[config.mk]
export PLATFORM = sky130hd
export DESIGN_NAME = round_sequencer
export DESIGN_NICKNAME = d
export VERILOG_FILES = /design/src/rtl/round_sequencer.sv
export SDC_FILE = /design/constraint.sdc
export NUM_CORES = 1
export LEC_CHECK = 0
export ABC_AREA = 0
export CAP_MARGIN = 20
export CORE_AREA = 2 2 107 109
export DETAILED_ROUTE_END_ITERATION = 8
export DIE_AREA = 0 0 109 111
export DONT_BUFFER_PORTS = 1
export PLACE_DENSITY_LB_ADDON = 0.05
export RECOVER_POWER = 25
export SETUP_SLACK_MARGIN = 0.05
export SLEW_MARGIN = 20
export SYNTH_ARGS = -nofsm -noshare
export SYNTH_HDL_FRONTEND = slang
export SYNTH_SLANG_ARGS = --single-unit
[constraint.sdc]
create_clock -name clk -period 2.9 [get_ports clk]
set_input_delay 0.725 -clock clk [delete_from_list [all_inputs] [get_ports clk]]
set_output_delay 0.725 -clock clk [all_outputs]
set_load 0.1 [all_outputs]
[src/rtl/round_sequencer.sv]
// One play round: spawns objects in random lanes, steps them down the rows,
// judges catch/miss at the bottom row and keeps score/miss with a shrinking fall period.
module round_sequencer #(
  parameter int STEP_CYCLES = 25_000_000,
  parameter int STEP_MIN    = 6_250_000,
  parameter int STEP_DEC    = 1_250_000,
  parameter int ROWS        = 12,
  parameter int GAP_STEPS   = 2,
  parameter int MAX_OBJ     = 10,
  parameter int MISS_LIMIT  = 4
) (
  input  logic       clk,
  input  logic       rst,
  input  logic [2:0] state,
  input  logic [1:0] catch_dir,
  output logic       obj_valid,
  output logic [1:0] obj_lane,
  output logic [3:0] obj_row,
  output logic [3:0] score,
  output logic [3:0] miss,
  output logic       hit_pulse,
  output logic       miss_pulse,
  output logic       round_done
);

  localparam int CW = $clog2(STEP_CYCLES + 1);
  localparam int GW = (GAP_STEPS > 1) ? $clog2(GAP_STEPS) : 1;

  localparam logic [CW-1:0] PER_INIT  = CW'(STEP_CYCLES);
  localparam logic [CW-1:0] PER_MIN   = CW'(STEP_MIN);
  localparam logic [CW-1:0] PER_DEC   = CW'(STEP_DEC);
  localparam logic [3:0]    ROW_LAST  = 4'(ROWS - 1);
  localparam logic [GW-1:0] GAP_LAST  = GW'(GAP_STEPS - 1);
  localparam logic [4:0]    OBJ_LIMIT = 5'(MAX_OBJ);
  localparam logic [3:0]    MISS_LIM  = 4'(MISS_LIMIT);

  typedef enum logic [2:0] {IDLE, SPAWN, FALL, JUDGE, GAP, DONE} fsm_t;

  fsm_t          fsm;
  logic [7:0]    lfsr;
  logic [CW-1:0] step_cnt;
  logic [CW-1:0] period;
  logic [GW-1:0] gap_cnt;

  logic       play;
  logic       clear;
  logic       step_wrap;
  logic       judge_hit;
  logic [3:0] score_next;
  logic [3:0] miss_next;
  logic       judge_end;

  function automatic logic [3:0] sat_inc(input logic [3:0] v);
    return (v == 4'hF) ? v : v + 4'd1;
  endfunction

  // Compared one bit wider so the floor test itself cannot overflow or underflow.
  function automatic logic [CW-1:0] next_period(input logic [CW-1:0] p);
    if ({1'b0, p} >= ({1'b0, PER_MIN} + {1'b0, PER_DEC}))
      return p - PER_DEC;
    else
      return PER_MIN;
  endfunction

  assign play       = (state == 3'b010);
  assign clear      = (state == 3'b000) || (state == 3'b001);
  assign step_wrap  = (step_cnt == period - 1'b1);
  assign judge_hit  = (catch_dir == obj_lane);
  assign score_next = judge_hit ? sat_inc(score) : score;
  assign miss_next  = judge_hit ? miss : sat_inc(miss);
  assign judge_end  = (({1'b0, score_next} + {1'b0, miss_next}) == OBJ_LIMIT) ||
                      (miss_next == MISS_LIM);

  always_ff @(posedge clk or negedge rst) begin
    if (!rst) begin
      fsm        <= IDLE;
      lfsr       <= 8'hA5;
      step_cnt   <= '0;
      period     <= PER_INIT;
      gap_cnt    <= '0;
      obj_valid  <= 1'b0;
      obj_lane   <= 2'd0;
      obj_row    <= 4'd0;
      score      <= 4'd0;
      miss       <= 4'd0;
      hit_pulse  <= 1'b0;
      miss_pulse <= 1'b0;
      round_done <= 1'b0;
    end else begin
      hit_pulse  <= 1'b0;
      miss_pulse <= 1'b0;
      if (clear) begin
        fsm        <= IDLE;
        step_cnt   <= '0;
        period     <= PER_INIT;
        gap_cnt    <= '0;
        obj_valid  <= 1'b0;
        obj_lane   <= 2'd0;
        obj_row    <= 4'd0;
        score      <= 4'd0;
        miss       <= 4'd0;
        round_done <= 1'b0;
      end else if (play) begin
        // Any non-play, non-clear state code simply skips this branch: full freeze.
        lfsr <= {lfsr[6:0], lfsr[7] ^ lfsr[5] ^ lfsr[4] ^ lfsr[3]};
        case (fsm)
          IDLE: fsm <= SPAWN;
          SPAWN: begin
            obj_lane  <= lfsr[1:0];
            obj_row   <= 4'd0;
            obj_valid <= 1'b1;
            step_cnt  <= '0;
            fsm       <= FALL;
          end
          FALL: begin
            if (step_wrap) begin
              step_cnt <= '0;
              if (obj_row < ROW_LAST) obj_row <= obj_row + 4'd1;
              else                    fsm     <= JUDGE;
            end else begin
              step_cnt <= step_cnt + 1'b1;
            end
          end
          JUDGE: begin
            score      <= score_next;
            miss       <= miss_next;
            hit_pulse  <= judge_hit;
            miss_pulse <= !judge_hit;
            if (judge_hit) period <= next_period(period);
            obj_valid  <= 1'b0;
            step_cnt   <= '0;
            gap_cnt    <= '0;
            if (judge_end) begin
              fsm        <= DONE;
              round_done <= 1'b1;
            end else begin
              fsm <= GAP;
            end
          end
          GAP: begin
            if (step_wrap) begin
              step_cnt <= '0;
              if (gap_cnt == GAP_LAST) fsm     <= SPAWN;
              else                     gap_cnt <= gap_cnt + 1'b1;
            end else begin
              step_cnt <= step_cnt + 1'b1;
            end
          end
          DONE:    round_done <= 1'b1;
          default: fsm <= IDLE;
        endcase
      end
    end
  end

endmodule

# After elaboration in Yosys (flattened, before gate mapping)
# Cells that the tools add are included.
[totals] elab_cells=126 in_bits=7 latch_bits=0 reg_bits=80 out_inout_bits=18 n_memories=0 mem_bits_ro=0 ram_bits=0
[classes] multipliers=0 n_shift=0 n_reduce_logical=26 mux=53 order_cmp=2 n_bitwise=4 div_mod_pow=0 eq_ne=20 addsub=8
[ops] operator="two-way mux 25 bit" n=8
[ops] operator="two-way mux 4 bit" n=14
[ops] operator="case mux 25 bit (2 select lines)" n=1
[ops] operator="adder 25 x 1 -> 25 bit (second input constant)" n=1
[ops] operator="== test 25 bit" n=1
[ops] operator=">= comparator 25 x 23 -> 1 bit (second input constant)" n=1
[ops] operator="subtractor 25 x 1 -> 25 bit (second input constant)" n=1
[ops] operator="subtractor 25 x 21 -> 25 bit (second input constant)" n=1
[ops] operator="two-way mux 3 bit" n=6
[ops] operator="!= test 3 bit (second input constant)" n=6
[ops] operator="case mux 3 bit (6 select lines)" n=1
[ops] operator="two-way mux 1 bit" n=16
[ops] operator="nonzero test 3 bit" n=5
[ops] operator="adder 4 x 1 -> 4 bit (second input constant)" n=3
[ops] operator="AND reduction 2 bit" n=5
[ops] operator="== test 3 x 2 -> 1 bit (second input constant)" n=3
[ops] operator="AND reduction 3 bit" n=3
[ops] operator="== test 4 bit (second input constant)" n=2
[ops] operator="case mux 4 bit (2 select lines)" n=1
[ops] operator="nonzero test 2 bit" n=4
[ops] operator="== test 3 x 1 -> 1 bit (second input constant)" n=2
[ops] operator="== test 3 bit (second input constant)" n=2
[ops] operator="logical NOT 3 bit" n=2
[ops] operator="two-way mux 2 bit" n=3
[ops] operator="15 further kinds" n=21

# Logic depth before layout (Yosys ltp)
[depth] depth_word=10 depth_mapped=14 mapped_depth_nobuf=14

# Worst setup path after synthesis
# OpenSTA, ideal clock, no wires.
[synth_path] path_kind="register to register" startpoint="register miss[1]" endpoint="register round_done" path_buffers=0 stages_incl_launch_ff=15 period_less_slack_ns=3.761 required_time_ns=2.826 slack_ns=-0.861 setup_ns=0.074 t_arrival_ns=3.687 path_cell_list="dfrtp_1 ha_1 nand3_1 o21ai_1 xnor2_1 ha_1 inv_1 fa_1 nor4b_1 a21oi_1 or4_1 a211oi_1 a21o_1 a21oi_1 nor2_1"
[synth_between] elab_chain_cells=8 elab_cells_between_ends=10 cone_classes="2 x add/sub; 4 x eq/ne; 2 x mux; 2 x reduce/logical"
[synth_rtl] element="from (decl)" line_no="20" source="output logic [3:0] miss,"
[synth_rtl] element="from (signal assigned)" line_no="126" source="miss <= miss_next;"
[synth_rtl] element="adder 4 x 1 -> 4 bit / == test 4 bit (equally long branches)" line_no="54" source="return (v == 4'hF) ? v : v + 4'd1;"
[synth_rtl] element="two-way mux 4 bit" line_no="54"
[synth_rtl] element="two-way mux 4 bit *" line_no="70" source="assign miss_next = judge_hit ? miss : sat_inc(miss);"
[synth_rtl] element="adder 4 x 4 -> 5 bit" line_no="71" source="assign judge_end = (({1'b0, score_next} + {1'b0, miss_next}) == OBJ_LIMIT) ||"
[synth_rtl] element="== test 5 x 4 -> 1 bit" line_no="71"
[synth_rtl] element="logical OR 1 bit *" line_no="71"
[synth_rtl] element="!= test 3 bit (no line) *"
[synth_rtl] element="AND reduction 3 bit (no line) *"
[synth_rtl] element="to (signal assigned)" line_no="88" source="round_done <= 1'b0;"
[synth_rtl] element="to (signal assigned)" line_no="102" source="round_done <= 1'b0;"
[synth_rtl] element="to (signal assigned)" line_no="135" source="round_done <= 1'b1;"
[synth_rtl] element="to (decl)" line_no="23" source="output logic round_done"
# Mark *: on every way between the ends. The rest lies on a longest branch, timed or not.
# A chain may end at the register's enable or synchronous reset.

# Final worst setup path
[layout_path] startpoint="register obj_lane[1]" endpoint="register round_done"
[layout_between] elab_chain_cells=7 elab_cells_between_ends=9 cone_classes="1 x add/sub; 4 x eq/ne; 2 x mux; 2 x reduce/logical"
[layout_rtl] element="from (decl)" line_no="17" source="output logic [1:0] obj_lane,"
[layout_rtl] element="from (signal assigned)" line_no="109" source="obj_lane <= lfsr[1:0];"
[layout_rtl] element="== test 2 bit *" line_no="68" source="assign judge_hit = (catch_dir == obj_lane);"
[layout_rtl] element="two-way mux 4 bit (on tied branches)" line_no="69, 70"
[layout_rtl] element="adder 4 x 4 -> 5 bit" line_no="71"
[layout_rtl] element="== test 5 x 4 -> 1 bit" line_no="71"
[layout_rtl] element="logical OR 1 bit *" line_no="71"
[layout_rtl] element="!= test 3 bit (no line) *"
[layout_rtl] element="AND reduction 3 bit (no line) *"
# Marked as above.

==> flow_summary.json <==
{
  "design_area_um2": 6789,
  "gp_congestion": 0.8601,
  "fin_nets": 724,
  "ys_warn_count": 0,
  "layout_commonest_cell": "buf_4",
  "portBuffers": 0,
  "layout_min_cycle_time_ns": 3.184,
  "ys_types": 72,
  "power.leakage_nw": 2.822,
  "critPathMaxStageDelay_ns": 0.52,
  "ant_nets": 0,
  "initial_utilization_pct": 48.45,
  "wl_per_cell_um": 17.71,
  "io-pin-count": 25,
  "synthToLayoutAreaGrowth_pct": 26.51,
  "insertion_delay_ns": 0.35,
  "synth_area_leaders": "dfrtp_1 (28%), dfstp_2 (7.8%), nand2_1 (5.4%)",
  "min_path_type": "primary input to asynchronous set/reset pin",
  "totalWireLength_um": 15110,
  "ir_worst_vdd_mv": 0.3684,
  "synth_async_sr_flop_share_pct": 100.0,
  "worst_setup_path_end_kind": "flip-flop",
  "start_kind": "flip-flop",
  "p_per_area_nw_per_um2": 469.1,
  "grt_usage_pct": 26.50,
  "fp-row-count": 39,
  "avgSynthCellArea_um2": 8.346,
  "ys.flop_type": "dfrtp_1",
  "antenna_found_initial": 0,
  "ys_ff_latch": 76,
  "worstMarginPinSlew_ns": 0.9068,
  "violations": "negative setup slack",
  "syn_inst": 643,
  "crit_type": "flip-flop to flip-flop",
  "cts.sinks": 76,
  "cap_viol_max_count": 0,
  "synth_top_area_share_pct": 27.98,
  "yosysTopAreaCell": "dfrtp_1",
  "cts.path.max_buffers": 2,
  "fin_skew_ns": 0.007668,
  "cp_slowest_cell": "or4_4",
  "first_pass_iters": 5,
  "dieArea_um2": 12100,
  "ys_seq_area_share_pct": 35.81,
  "slew_violations": 0,
  "mostFrequentLayoutCells": "buf_4 (85), nand2_1 (76), dfrtp_1 (48)",
  "avgViaCountPerCell": 5.957,
  "grt_max_degree": 77,
  "cts_made_buffers": 9,
  "syn_nets": 662,
  "fin_crit_sh_pct": 109.8,
  "overflow": 0,
  "via_count": 5081,
  "setup-violations-final": 31,
  "root_buffer": "clkbuf_16",
  "placed_cell_area_um2": 6190,
  "holdBufCountCts": 0,
  "fin_ws_ns": -0.2839,
  "critPathMaxFanout": 5,
  "setup-tns-final_ns": -3.549,
  "drive_gt1_share_pct": 28.59,
  "diodes": 0,
  "hpwlAfterDp_um": 10510,
  "cts_tree": "yes",
  "hold_viol_final": 0,
  "rsz0062_at_grt": "yes",
  "synth_edf_count": 0,
  "path_clk_slew_ns": 0.07,
  "die_w_um": 109,
  "dp_slack_ns": -0.4059,
  "nFillCells": 975,
  "grt_pass1_vias": 4914,
  "crit_arrival_ns": 3.47,
  "path_cells": "xor2_4 > o21ai_4 > xnor2_1 > ha_2 > inv_2 > fa_2 > nor4b_4 > a21oi_1 > or4_4 > a211oi_4 > a21o_1 > a21oi_2 > nor2_1",
  "grt_pass1_wl_um": 25180,
  "max_freq_mhz": 314.1,
  "ctsHtreeMaxLevel": 3,
  "crit_required_ns": 3.18,
  "status": "finished, violations left",
  "drc": 0,
  "max_slew_margin_pct": 39.55,
  "coreArea_um2": 11080,
  "die_y_um": 111,
  "drtIter0Drc": 298,
  "synth_area_um2": 5366
}
==> cell families after synthesis <==
kind of cell,share of synthesized area (%)
xor gates and xnor gates,5.875
adders and majority gates,3.124
DFF,35.81
muxes,2.052
AOI/OAI and AO/OA,21.75
and+or+nand+nor,25.58
buffers and inverters,5.805
==> metrics by stage <==
stage          hold WS [ns]  utilization [%]  std cells  total power [mW]
5_1_grt             0.05474            61.29        853             3.339
4_1_cts             0.05929            60.33        852             3.161
6_report            0.07118            61.29        853             3.185
2_1_floorplan        0.4294                -        643             1.782
3_5_place_dp         0.4328            55.88        830             1.974
3_3_place_gp         0.4326            55.81        830             1.955
==> power breakdown <==
| group | switching [mW] | internal [mW] | total, mW |
|---|---|---|---|
| Combinational | 0.461 | 0.298 | 0.759 |
| Sequential | 0.110 | 1.16 | 1.27 |
| Clock | 0.482 | 0.671 | 1.15 |
==> critical path: cells and delay by family, from the launching register on <==
family	cells	cell delay (ns)
AND/OR/NAND/NOR	3	0.91
flip-flops	1	0.51
AO/OA/AOI/OAI	5	0.65
buffers and inverters	1	0.04
XOR/XNOR	2	0.45
adder cells (fa/ha/maj)	2	0.57
==> layout make-up <==
cell class / count / area, um2 / share of cell area [%]
Clock buffer: 9 / 225.2 / 3.317
Clock inverter: 7 / 75.07 / 1.106
Inverter: 29 / 108.9 / 1.603
Multi-Input combinational cell: 494 / 3465 / 51.03
Sequential cell: 76 / 1952 / 28.75
Tap cell: 143 / 178.9 / 2.635
Timing Repair Buffer: 95 / 784.5 / 11.56
==> per-layer routing <==
| layer | part of all wire (%) | global-route usage [%] | up-vias |
|---|---|---|---|
| met1 | 49 | 39.51 | 2480 |
| li1 | - | - | 2484 |
| met5 | 0 | 0 | - |
| met3 | 3.6 | 4.292 | 15 |
| met4 | 1.6 | 8.889 | 0 |
| met2 | 46 | 38.76 | 102 |
==> sequential cells by signal, summed over array words and instances (netlist names) <==
signal	count
period	21
miss	4
obj_lane	2
score	4
step_cnt	25
hit_pulse	1
miss_pulse	1
lfsr	8
round_done	1
obj_valid	1
obj_row	4
fsm	3
gap_cnt	1
==> path summary, 6_finish.rpt <==
check / to / slack, ns / startpoint / depth (start not counted)
max in group asynchronous: period[6] / 2.58 / rst / 0
min in group clk: lfsr[2] / 0.46 / lfsr[2] / 2
min reg2reg: lfsr[2] / 0.46 / lfsr[2] / 2
min: period[10] / 0.07 / rst / 0
max: round_done / -0.28 / obj_lane[1] / 13
max reg2reg: round_done / -0.28 / obj_lane[1] / 13
==> repair_timing <==
action | CTS | global route
setup buffers | 5 | 1
pin swaps | 34 | 9
setup endpoints to repair | 33 | 34
resized for setup | 30 | 18
cloned | 1 | 0
==> cell usage after synthesis, types with 3 or more instances <==
| cell type | n |
|---|---|
| a22oi_1 | 7 |
| a21oi_1 | 30 |
| inv_1 | 28 |
| nor4_4 | 3 |
| xor2_1 | 13 |
| nor2b_1 | 9 |
| o22ai_1 | 3 |
| or2_2 | 5 |
| buf_6 | 3 |
| mux2i_1 | 11 |
| nand4_1 | 18 |
| ha_1 | 11 |
| o21ai_0 | 28 |
| a31oi_1 | 17 |
| or4_1 | 5 |
| o211ai_1 | 9 |
| nand2_1 | 77 |
| a211oi_1 | 4 |
| and3_1 | 15 |
| dfrtp_1 | 60 |
| or3_1 | 7 |
| o2111ai_1 | 5 |
| o21ai_1 | 17 |
| and4_1 | 3 |
| and2_1 | 5 |
| buf_4 | 3 |
| nor4b_1 | 3 |
| o311ai_1 | 8 |
| nor3_1 | 18 |
| dfstp_2 | 16 |
| nor4_1 | 5 |
| o31ai_1 | 11 |
| nand3_1 | 36 |
| clkbuf_1 | 31 |
| buf_2 | 3 |
| buf_1 | 4 |
| a21o_1 | 9 |
| nor2_1 | 40 |
| xnor2_1 | 23 |
Power figures use the tool's default switching activity.
